==> src/rtl/rf_op_sequencer.sv <==
// Four-state micro-op sequencer for the 8x4 register file: READ -> EXEC -> WRITE.
// Define RF_ZERO_REG_EN to make r0 read as zero and never be written.
module rf_op_sequencer (
    input  logic       clk,
    input  logic       rst,
    input  logic       cmd_valid,
    output logic       cmd_ready,
    input  logic [2:0] cmd_op,
    input  logic [2:0] cmd_rd,
    input  logic [2:0] cmd_rs1,
    input  logic [2:0] cmd_rs2,
    input  logic [3:0] cmd_imm,
    output logic       rf_we,
    output logic [2:0] rf_waddr,
    output logic [2:0] rf_raddr1,
    output logic [2:0] rf_raddr2,
    output logic [3:0] rf_wdata,
    input  logic [3:0] rf_rdata1,
    input  logic [3:0] rf_rdata2,
    output logic       busy,
    output logic       done,
    output logic [3:0] result,
    output logic       carry
);
    typedef enum logic [1:0] {IDLE, READ, EXEC, WRITE} state_t;

    localparam logic [2:0] OP_NOP = 3'b000, OP_ADD = 3'b001, OP_SUB = 3'b010,
                           OP_AND = 3'b011, OP_OR  = 3'b100, OP_XOR = 3'b101,
                           OP_LDI = 3'b110, OP_MOV = 3'b111;

    state_t     r_state, w_next;
    logic [2:0] r_op, r_rd, r_rs1, r_rs2, r_waddr;
    logic [3:0] r_imm, r_a, r_b, r_result, r_wdata;
    logic       r_carry;
    logic [3:0] w_res, w_opa, w_opb;
    logic       w_carry, w_wr_ok;

`ifdef RF_ZERO_REG_EN
    assign w_opa   = (r_rs1 == 3'd0) ? 4'h0 : rf_rdata1;
    assign w_opb   = (r_rs2 == 3'd0) ? 4'h0 : rf_rdata2;
    assign w_wr_ok = (r_rd != 3'd0);
`else
    assign w_opa   = rf_rdata1;
    assign w_opb   = rf_rdata2;
    assign w_wr_ok = 1'b1;
`endif

    always_ff @(posedge clk) begin
        if (rst) r_state <= IDLE;
        else     r_state <= w_next;
    end

    always_comb begin
        w_next = r_state;
        case (r_state)
            IDLE:    if (cmd_valid) w_next = READ;
            READ:    w_next = EXEC;
            EXEC:    w_next = WRITE;
            default: w_next = IDLE;
        endcase
    end

    // NOP leaves result/carry untouched, so the defaults are the held values
    always_comb begin
        w_res   = r_result;
        w_carry = r_carry;
        case (r_op)
            OP_ADD: {w_carry, w_res} = {1'b0, r_a} + {1'b0, r_b};
            OP_SUB: begin
                w_res   = r_a - r_b;
                w_carry = (r_a < r_b);
            end
            OP_AND: begin w_res = r_a & r_b; w_carry = 1'b0; end
            OP_OR:  begin w_res = r_a | r_b; w_carry = 1'b0; end
            OP_XOR: begin w_res = r_a ^ r_b; w_carry = 1'b0; end
            OP_LDI: begin w_res = r_imm;     w_carry = 1'b0; end
            OP_MOV: begin w_res = r_a;       w_carry = 1'b0; end
            default: ;
        endcase
    end

    always_ff @(posedge clk) begin
        if (rst) begin
            r_op <= '0; r_rd <= '0; r_rs1 <= '0; r_rs2 <= '0; r_imm <= '0;
            r_a <= '0; r_b <= '0; r_result <= '0; r_carry <= 1'b0;
            r_waddr <= '0; r_wdata <= '0;
        end else begin
            case (r_state)
                IDLE: if (cmd_valid) begin
                    r_op  <= cmd_op;
                    r_rd  <= cmd_rd;
                    r_rs1 <= cmd_rs1;
                    r_rs2 <= cmd_rs2;
                    r_imm <= cmd_imm;
                end
                READ: begin
                    r_a <= w_opa;
                    r_b <= w_opb;
                end
                EXEC: begin
                    r_result <= w_res;
                    r_carry  <= w_carry;
                    r_waddr  <= r_rd;
                    r_wdata  <= w_res;
                end
                default: ;
            endcase
        end
    end

    assign cmd_ready = (r_state == IDLE);
    assign busy      = (r_state != IDLE);
    assign rf_raddr1 = r_rs1;
    assign rf_raddr2 = r_rs2;
    assign rf_waddr  = r_waddr;
    assign rf_wdata  = r_wdata;
    assign result    = r_result;
    assign carry     = r_carry;
    // gated by ~rst so a reset landing in WRITE never commits to the register file
    assign done  = (r_state == WRITE) & ~rst;
    assign rf_we = done & (r_op != OP_NOP) & w_wr_ok;
endmodule

==> config.mk <==
export PLATFORM = sky130hd
export DESIGN_NAME = rf_op_sequencer
export DESIGN_NICKNAME = d
export VERILOG_FILES = /design/src/rtl/rf_op_sequencer.sv
export SDC_FILE = /design/constraint.sdc
export NUM_CORES = 1
export LEC_CHECK = 0
export BUFFER_PORTS_ARGS = -buffer_cell sky130_fd_sc_hd__buf_4
export CELL_PAD_IN_SITES_DETAIL_PLACEMENT = 1
export CELL_PAD_IN_SITES_GLOBAL_PLACEMENT = 2
export CORE_UTILIZATION = 32
export CTS_CLUSTER_DIAMETER = 80
export DETAILED_ROUTE_END_ITERATION = 8
export GPL_TIMING_DRIVEN = 0
export MAX_ROUTING_LAYER = met4
export PLACE_DENSITY_LB_ADDON = 0.1
export SYNTH_ARGS = -nofsm -noshare
export SYNTH_HDL_FRONTEND = slang
export SYNTH_SLANG_ARGS = --single-unit
==> constraint.sdc <==
create_clock -name clk -period 3.7 [get_ports clk]
set_input_delay 0.74 -clock clk [delete_from_list [all_inputs] [get_ports clk]]
set_output_delay 0.74 -clock clk [all_outputs]
set_load 0.02 [all_outputs]
## After elaboration in Yosys (flattened, before gate mapping)

Cells that the tools add are included.
Widths: inputs -> output; s select.

- Order comparisons: 1
- Bitwise gates (word level): 6
- Muxes and demuxes: 4
- Equality and inequality tests: 11
- Reductions and logical operators: 9
- $add $sub $neg: 2

Operators with widths:

| kind | count |
|---|---|
| $pmux 4 s7 | 1 |
| $eq 3x3->1 const B | 4 |
| $reduce_bool 7->1 | 1 |
| $eq 3x2->1 const B | 2 |
| $pmux 2 s3 | 1 |
| $reduce_and 2->1 | 3 |
| $reduce_bool 3->1 | 2 |
| $add 4x4->5 | 1 |
| $reduce_or 5->1 | 1 |
| $and 4x4->4 | 1 |
| $eq 2x2->1 const B | 2 |
| $lt 4x4->1 | 1 |
| $or 4x4->4 | 1 |
| $sub 4x4->4 | 1 |
| $xor 4x4->4 | 1 |
| $eq 3x1->1 const B | 1 |
| $pmux 1 s3 | 1 |
| $and 1x1->1 | 2 |
| $eq 2x1->1 const B | 1 |
| $logic_not 2->1 | 1 |
| $mux 2 | 1 |
| $ne 2x2->1 const B | 1 |
| $reduce_bool 2->1 | 1 |
| $not 1->1 | 1 |

- Output and inout bits: 22
- Logic and storage cells: 44
- Register bits: 34
- Bits of input ports: 27

## Depth between registers and ports, before layout

Gate-level depths: netlist of the first run.

- Depth in word-level cells: 4
- Depth in mapped cells: 8
- Depth with buffers taken out: 8

## Worst setup path before layout of the first run

Ideal clock, no wire load.

- Kind: input -> output
- Start: input rst
- End: output rf_we
- Arrival: 1,657 ps
- Path slack: 1,303 ps
- Path buffers: 1
- Required time: 2,960 ps
- Stages on the path: 3
- Cells stage by stage: clkbuf_1 > nor2b_1 > nor2b_1

- Word-level cells in the longest chain between the ends: 3

Ends and longest elaborated chain:

| element | RTL line | source |
|---|---|---|
| from (decl) | 5 | `input logic rst,` |
| $not 1->1 | 120 | `assign done = (r_state == WRITE) & ~rst;` |
| $and 1x1->1 | 120 |  |
| via done | 21 | `output logic done,` |
| $and 1x1->1 | 121 | `assign rf_we = done & (r_op != OP_NOP) & w_wr_ok;` |
| to (decl) | 13 | `output logic rf_we,` |

The timed path passes the listed nets, and every way through them passes these cells.

## Worst setup path after layout of the first run

- Start: register r_a[0]
- End: register r_wdata[2] (netlist: rf_wdata[2])

- Word-level cells in the longest chain between the ends: 2
- Elaborated cells between the ends (all ways): 3
- Classes of those cells: add/sub: 2; mux: 1

Ends and longest elaborated chain:

| element | RTL line | source |
|---|---|---|
| from (decl) | 33 | `logic [3:0] r_imm, r_a, r_b, r_result, r_wdata;` |
| from (signal assigned) | 97 | `r_a <= w_opa;` |
| $sub 4x4->4 / $add 4x4->5 (equally long branches) | 70, 68 |  |
| $pmux 4 s7 (*) | 67 | `case (r_op)` |
| to (signal assigned) | 104 | `r_wdata <= w_res;` |
| to (decl) | 33 |  |

Every way passes the cells marked *; elsewhere a longest branch is shown, timed or not.
A chain may end at the register's enable or synchronous reset.

==> reports/qor.yml, run 1 <==
clocking:
  clk_latency_ns: 0.29
  numCtsBuffers: 5
  clockRootBuffer: "clkbuf_8"
  postCtsSetupBuffers: 0
  cts_hold_buf: 0
  cts_buffer_depth: 2
  cts_tree: "built"
  h-tree-depth: 2
  cts_resized: 0
  clkTransAtPathRegs_ns: 0.07
  cts_num_sinks: 34
run:
  maxCapViolations: 0
yosys:
  synth-edff-count: 0
  ys_ff_latch: 34
  syn_inst: 235
  synth.most_common_cell: "nand2_1"
  ys_seq_area_frac: 0.355
  synth_commonest_cells: "nand2_1, dfxtp_1, a21oi_1"
  synth_top_area_share: 0.355
  synthArstFlopShare: 0
  yosysTopAreaCell: "dfxtp_1"
  syn_nets: 280
  yosys-top-cells-area: "dfxtp_1, ha_1, mux2i_1, a21oi_1, nand2_1"
  syn_area_per_cell_um2: 8.16
  ys_types: 36
  synthFlopType: "dfxtp_1"
  yosysWarnings: 0
  synth_area_um2: 1920
power:
  power.density_nw_per_um2: 625
  ir_drop_mv: 0.238
  p_comb_frac: 0.487
  p_leak_nw: 1.06
  seqPwrFrac: 0.329
  switchingPower_mw: 0.621
  power_frac_clock: 0.185
  power_mw: 1.53
  intPower_mw: 0.910
  switching_share: 0.406
global_routing:
  grt_pass1_vias: 1649
  grt_max_degree: 11
  antenna_found_initial: 0
  grt_pass1_wl_um: 7930
  grtUsageTotal: 0.171
  overflow: 0
place:
  detailed_place_hpwl_um: 3780
  gp_congestion: 0.836
  port_buffers: 47
  dp.cells: 354
sta:
  rsz0062_at_grt: "no"
  whs_ns: 0.457
  fmax_mhz: 450
  hold_viol: 0
  setup_violations: 0
  tightest_slew_ns: 0.714
  skew_ns: 0.00898
  finalCritPeriodShare: 0.601
  fin_tns_setup_ns: 0
  period_needed_ns: 2.22
  max_slew_margin: 0.524
  finalMaxSlewViolations: 0
drt:
  antenna_left: 0
  vias: 1750
  wl_um: 4940
  wire_per_inst_um: 13.7
  drc: 0
  viasPerCell: 4.83
  drt_iter0_markers: 78
  drt_pass1_iterations: 4
finish:
  nNetsFinal: 334
  antennaDiodeCount: 0
  final_cell_count_no_fill: 362
  drive_gt1_frac: 0.238
  syn_to_final_growth_pct: 27.9
floorplanning:
  die_h_um: 79.4
  num_rows: 27
  initial_core_util: 0.340
  core_um2: 5640
  dieArea_um2: 6300
  fp.dieW_um: 79.4
  io_pins: 49
hold_path:
  hold_class: "flop to flop"
setup_path:
  cp_max_fo: 4
  cp.required_ns: 3.85
  arrival_ns: 2.37
  critPathKind: "flop to flop"
  reg2reg_slack_ns: 1.48
  crit_path_start_kind: "flop"
  worstSetupEndpointType: "flop"
outcome:
  run_status: "finished clean"
==> layout by cell type (no fill, tap or decap), types with 2 or more instances in the layout <==
master,netlist,layout
mux2i_1,17,17
nand3_1,3,3
dfxtp_1,34,34
a21oi_1,27,27
clkbuf_8,0,6
o21ai_0,7,7
nor3_1,2,2
and3_1,2,2
xnor2_1,2,2
buf_4,7,54
fa_1,2,2
clkbuf_1,7,8
nor2_1,24,24
ha_1,16,16
nor2b_1,6,6
a211oi_1,3,3
a311oi_1,2,2
buf_2,4,4
nand2_1,36,36
inv_1,16,16
or2_2,2,2
==> area by class of cell <==
type	instances	area (µm²)
fill	713	3190
multi-input combinational	165	1060
sequential	34	681
timing repair buffer	47	353
buffer	20	114
tap	72	90.1
clock buffer	7	86.3
inverter	16	60.1
clock inverter	1	5.00
==> metrics by stage <==
step	setup slack (ns)	util	area [µm²]
after floorplan	1.30	-	1920
after global placement	1.49	0.418	2360
after detailed placement	1.48	0.418	2360
after CTS	1.48	0.434	2450
after global routing	1.34	0.434	2450
final	1.48	0.434	2450
==> routing by layer <==
layer / GRT usage / part of all wire / wire length, µm / up-vias
li1: - / - / - / 880
met1: 0.225 / 0.50 / 2490 / 827
met2: 0.263 / 0.45 / 2210 / 38
met3: 0.0320 / 0.039 / 194 / 5
met4: 0.0545 / 0.0099 / 49 / 0
met5: - / 0 / 0 / -
==> worst paths after layout <==
check	cells after the start	from	to
min reg2reg	2	rf_raddr1[1]$_SDFFE_PP0P_	rf_raddr1[1]$_SDFFE_PP0P_
max reg2reg	8	r_a[0]$_SDFFE_PP0P_	rf_wdata[2]$_SDFFE_PP0P_
max	8	r_a[0]$_SDFFE_PP0P_	rf_wdata[2]$_SDFFE_PP0P_
min	2	rf_raddr1[1]$_SDFFE_PP0P_	rf_raddr1[1]$_SDFFE_PP0P_
==> cell families (layout without fill, tap and decap cells) <==
| group | count (synthesis) | in the layout | share of synthesized area |
|---|---|---|---|
| buffers and inverters | 36 | 91 | 0.0907 |
| adder cells (fa/ha/maj) | 18 | 18 | 0.125 |
| AND/OR/NAND/NOR | 81 | 81 | 0.187 |
| XOR/XNOR | 2 | 2 | 0.00914 |
| AO/OA/AOI/OAI | 47 | 47 | 0.144 |
| flip-flops | 34 | 34 | 0.355 |
| multiplexers | 17 | 17 | 0.0888 |
==> worst max-delay path, cell delays in order (launching register included) <==
cell       delay (ns)
dfxtp_1          0.34
inv_1            0.09
ha_1             0.22
inv_1            0.07
fa_1             0.40
xnor2_1          0.15
a22o_1           0.18
a2111oi_0        0.55
nor3_1           0.10
==> registers in the layout (all words and copies together) (netlist names) <==
| register | cells |
|---|---|
| r_a | 4 |
| rf_wdata | 4 |
| rf_raddr2 | 3 |
| r_op | 3 |
| r_b | 4 |
| rf_waddr | 3 |
| rf_raddr1 | 3 |
| r_state | 2 |
| carry | 1 |
| r_imm | 4 |
| r_rd | 3 |
==> power groups by stage <==
stage	clock [mW]	combinational [mW]	sequential, mW
after floorplan	0	0.499	0.526
after global placement	0	0.744	0.511
after detailed placement	0	0.753	0.514
after CTS	0.297	0.758	0.506
after global routing	0.312	0.833	0.516
final	0.283	0.745	0.503
Power figures use the tool's default switching activity.
==> inputs of run 2 (changes only) <==
Settings changed: ABC_AREA set to 1, CORE_UTILIZATION 32 to 26.
Clock period 3.7 ns to 1.85 ns, I/O delays scaled along.
==> run 2 against run 1 <==
Register-to-register slack got worse by 1.3 ns; worst hold slack lost 0.16 ns; sequential cell count unchanged; clock-buffer cell count stayed put; critical endpoint is now rf_we; first-iteration DRC count fell by 37%; sequential power is 130% higher; combinational power rose to 2.7 times the previous value; total power grew 140%; critical path type is now flop to primary output; setup slack got worse by 1.3 ns; highest routed layer unchanged; clock skew down 0.0045 ns; synthesized cell count up 10%; largest cell class unchanged.
==> reports/qor.yml, run 2 <==
setup_path:
  worstSetupEndpointType: "primary output"
  arrival_ns: 1.34
  cp_max_fo: 3
  r2r_start: "r_a[0]$_SDFFE_PP0P_"
  startpoint: "r_state[0]$_SDFFE_PP0P_"
  crit_path_start_kind: "flop"
  cp.required_ns: 1.48
  critPathKind: "flop to primary output"
place:
  gp_congestion: 0.776
  dpl_worst_slack_ns: 0.144
  detailed_place_hpwl_um: 4210
  post_dp_cell_area_um2: 2380
  port_buffers: 48
global_routing:
  grt_pass1_wl_um: 9030
  overflow: 0
  antenna_found_initial: 0
  grtUsageTotal: 0.160
  grt_pass1_vias: 1804
  grt_max_degree: 11
floorplanning:
  num_rows: 30
  core_um2: 6940
  fp.dieW_um: 87.5
  initial_core_util: 0.274
  die_h_um: 87.5
  io_pins: 49
  dieArea_um2: 7660
drt:
  drt_iter0_markers: 49
  wire_per_inst_um: 13.1
  wl_um: 5370
  vias: 1782
  drt_pass1_iterations: 4
  drc: 0
  antenna_left: 0
  viasPerCell: 4.34
finish:
  drive_gt1_frac: 0.229
  final_common_cell: "buf_4"
  fill_cells: 892
  most-common-layout-cells: "buf_4, nor2_1, o21ai_0"
  nNetsFinal: 359
  antennaDiodeCount: 0
  final_core_util: 0.357
  final_area_um2: 2480
  syn_to_final_growth_pct: 30.3
yosys:
  ys_ff_latch: 34
  synth_commonest_cells: "nor2_1, o21ai_0, dfxtp_1"
  synthArstFlopShare: 0
  syn_nets: 304
  syn_inst: 259
  yosysTopAreaCell: "dfxtp_1"
  synth.most_common_cell: "nor2_1"
  ys_types: 26
  syn_area_per_cell_um2: 7.34
  yosys-top-cells-area: "dfxtp_1, ha_1, nor2_1, o21ai_0, inv_1"
  ys_seq_area_frac: 0.358
  synth_area_um2: 1900
  yosysWarnings: 0
  synth_top_area_share: 0.358
  synthFlopType: "dfxtp_1"
  synth-edff-count: 0
outcome:
  run_status: "finished clean"
clocking:
  clkTransAtPathRegs_ns: 0.07
  cts_tree: "built"
  numCtsBuffers: 5
  h-tree-depth: 2
  cts_num_sinks: 34
  cts_hold_buf: 0
  clk_latency_ns: 0.28
  clockRootBuffer: "clkbuf_8"
  cts_buffer_depth: 2
sta:
  fin_ws_ns: 0.141
  fin_tns_setup_ns: 0
  skew_ns: 0.00452
  tightest_slew_ns: 0.501
  period_needed_ns: 1.71
  setup_violations: 0
  finalCritPeriodShare: 0.924
  rsz0062_at_grt: "no"
  finalMaxSlewViolations: 0
  hold_viol: 0
  fmax_mhz: 585
  max_slew_margin: 0.666
power:
  p_leak_nw: 1.16
  power.density_nw_per_um2: 1510
  power_mw: 3.74
  ir_drop_mv: 0.357
run:
  maxCapViolations: 0
hold_path:
  hold_class: "primary input to flop"
  hold_start: "rst"
-- run 2: changes by cell type in the layout (fill, tap and decap cells not counted), moves of 3 or more --
cell      delta
a211oi_1     -3
inv_1       +12
o21ai_0     +28
nand4_1      +7
nand3_1      +8
a21oi_1      -7
nor2_1      +27
nor2b_1      -6
buf_2        -3
nand2_1     -12
mux2i_1     -17
-- run 2: final timing paths --
check	to	slack [ns]	cells after the start
min reg2reg	r_imm[1]$_SDFFE_PP0P_	0.48	2
max reg2reg	rf_wdata[2]$_SDFFE_PP0P_	0.18	10
max	rf_we	0.14	5
min	rf_wdata[1]$_SDFFE_PP0P_	0.29	2
-- run 2: repair_timing --
action | CTS | global route
setup buffers | 0 | 0
hold endpoints to repair | 0 | 0
gates resized for setup | 0 | 3
endpoints found under the setup margin | 0 | 3
-- run 2: logic make-up (layout without fill, tap and decap cells) --
| logic type | after synthesis | count (layout) | share of synthesized area |
|---|---|---|---|
| xor gates and xnor gates | 1 | 1 | 0.00461 |
| and+or+nand+nor | 96 | 96 | 0.215 |
| adders and majority gates | 18 | 18 | 0.126 |
| DFF | 34 | 34 | 0.358 |
| AOI/OAI and AO/OA | 63 | 63 | 0.178 |
| buffers and inverters | 47 | 103 | 0.118 |
-- run 2: layer usage --
metal | track usage | wire length [µm] | vias to the layer above
met5 | - | 0 | -
met4 | 0.0537 | 60 | 0
met3 | 0.0294 | 158 | 4
met2 | 0.237 | 2340 | 34
met1 | 0.219 | 2810 | 801
li1 | - | - | 943
-- run 2: metrics by stage --
stage,std cells,hold WS (ns)
after floorplan,259,0.430
after global placement,403,0.467
after detailed placement,403,0.475
after CTS,411,0.286
after global routing,411,0.297
final,411,0.295
-- run 2: layout make-up --
cell class / instances / area, µm² / area share
Clock inverter: 1 / 5.00 / 0.00202
Tap cell: 96 / 120 / 0.0485
Buffer: 16 / 103 / 0.0414
Timing Repair Buffer: 48 / 360 / 0.146
Multi-Input combinational cell: 178 / 1000 / 0.404
Clock buffer: 7 / 86.3 / 0.0349
Inverter: 31 / 121 / 0.0490
Sequential cell: 34 / 681 / 0.275
-- run 2: critical path, stage by stage, from the launching register on --
cell      delay (ns)
dfxtp_1         0.37
ha_1            0.16
inv_1           0.03
nor2_1          0.11
a21boi_1        0.21
buf_4           0.17
-- run 2: where the power goes --
part	switching (mW)	internal, mW	leakage (nW)
Clock	0.276	0.300	0.0482
Sequential	0.166	0.983	0.280
Combinational	1.25	0.766	0.829
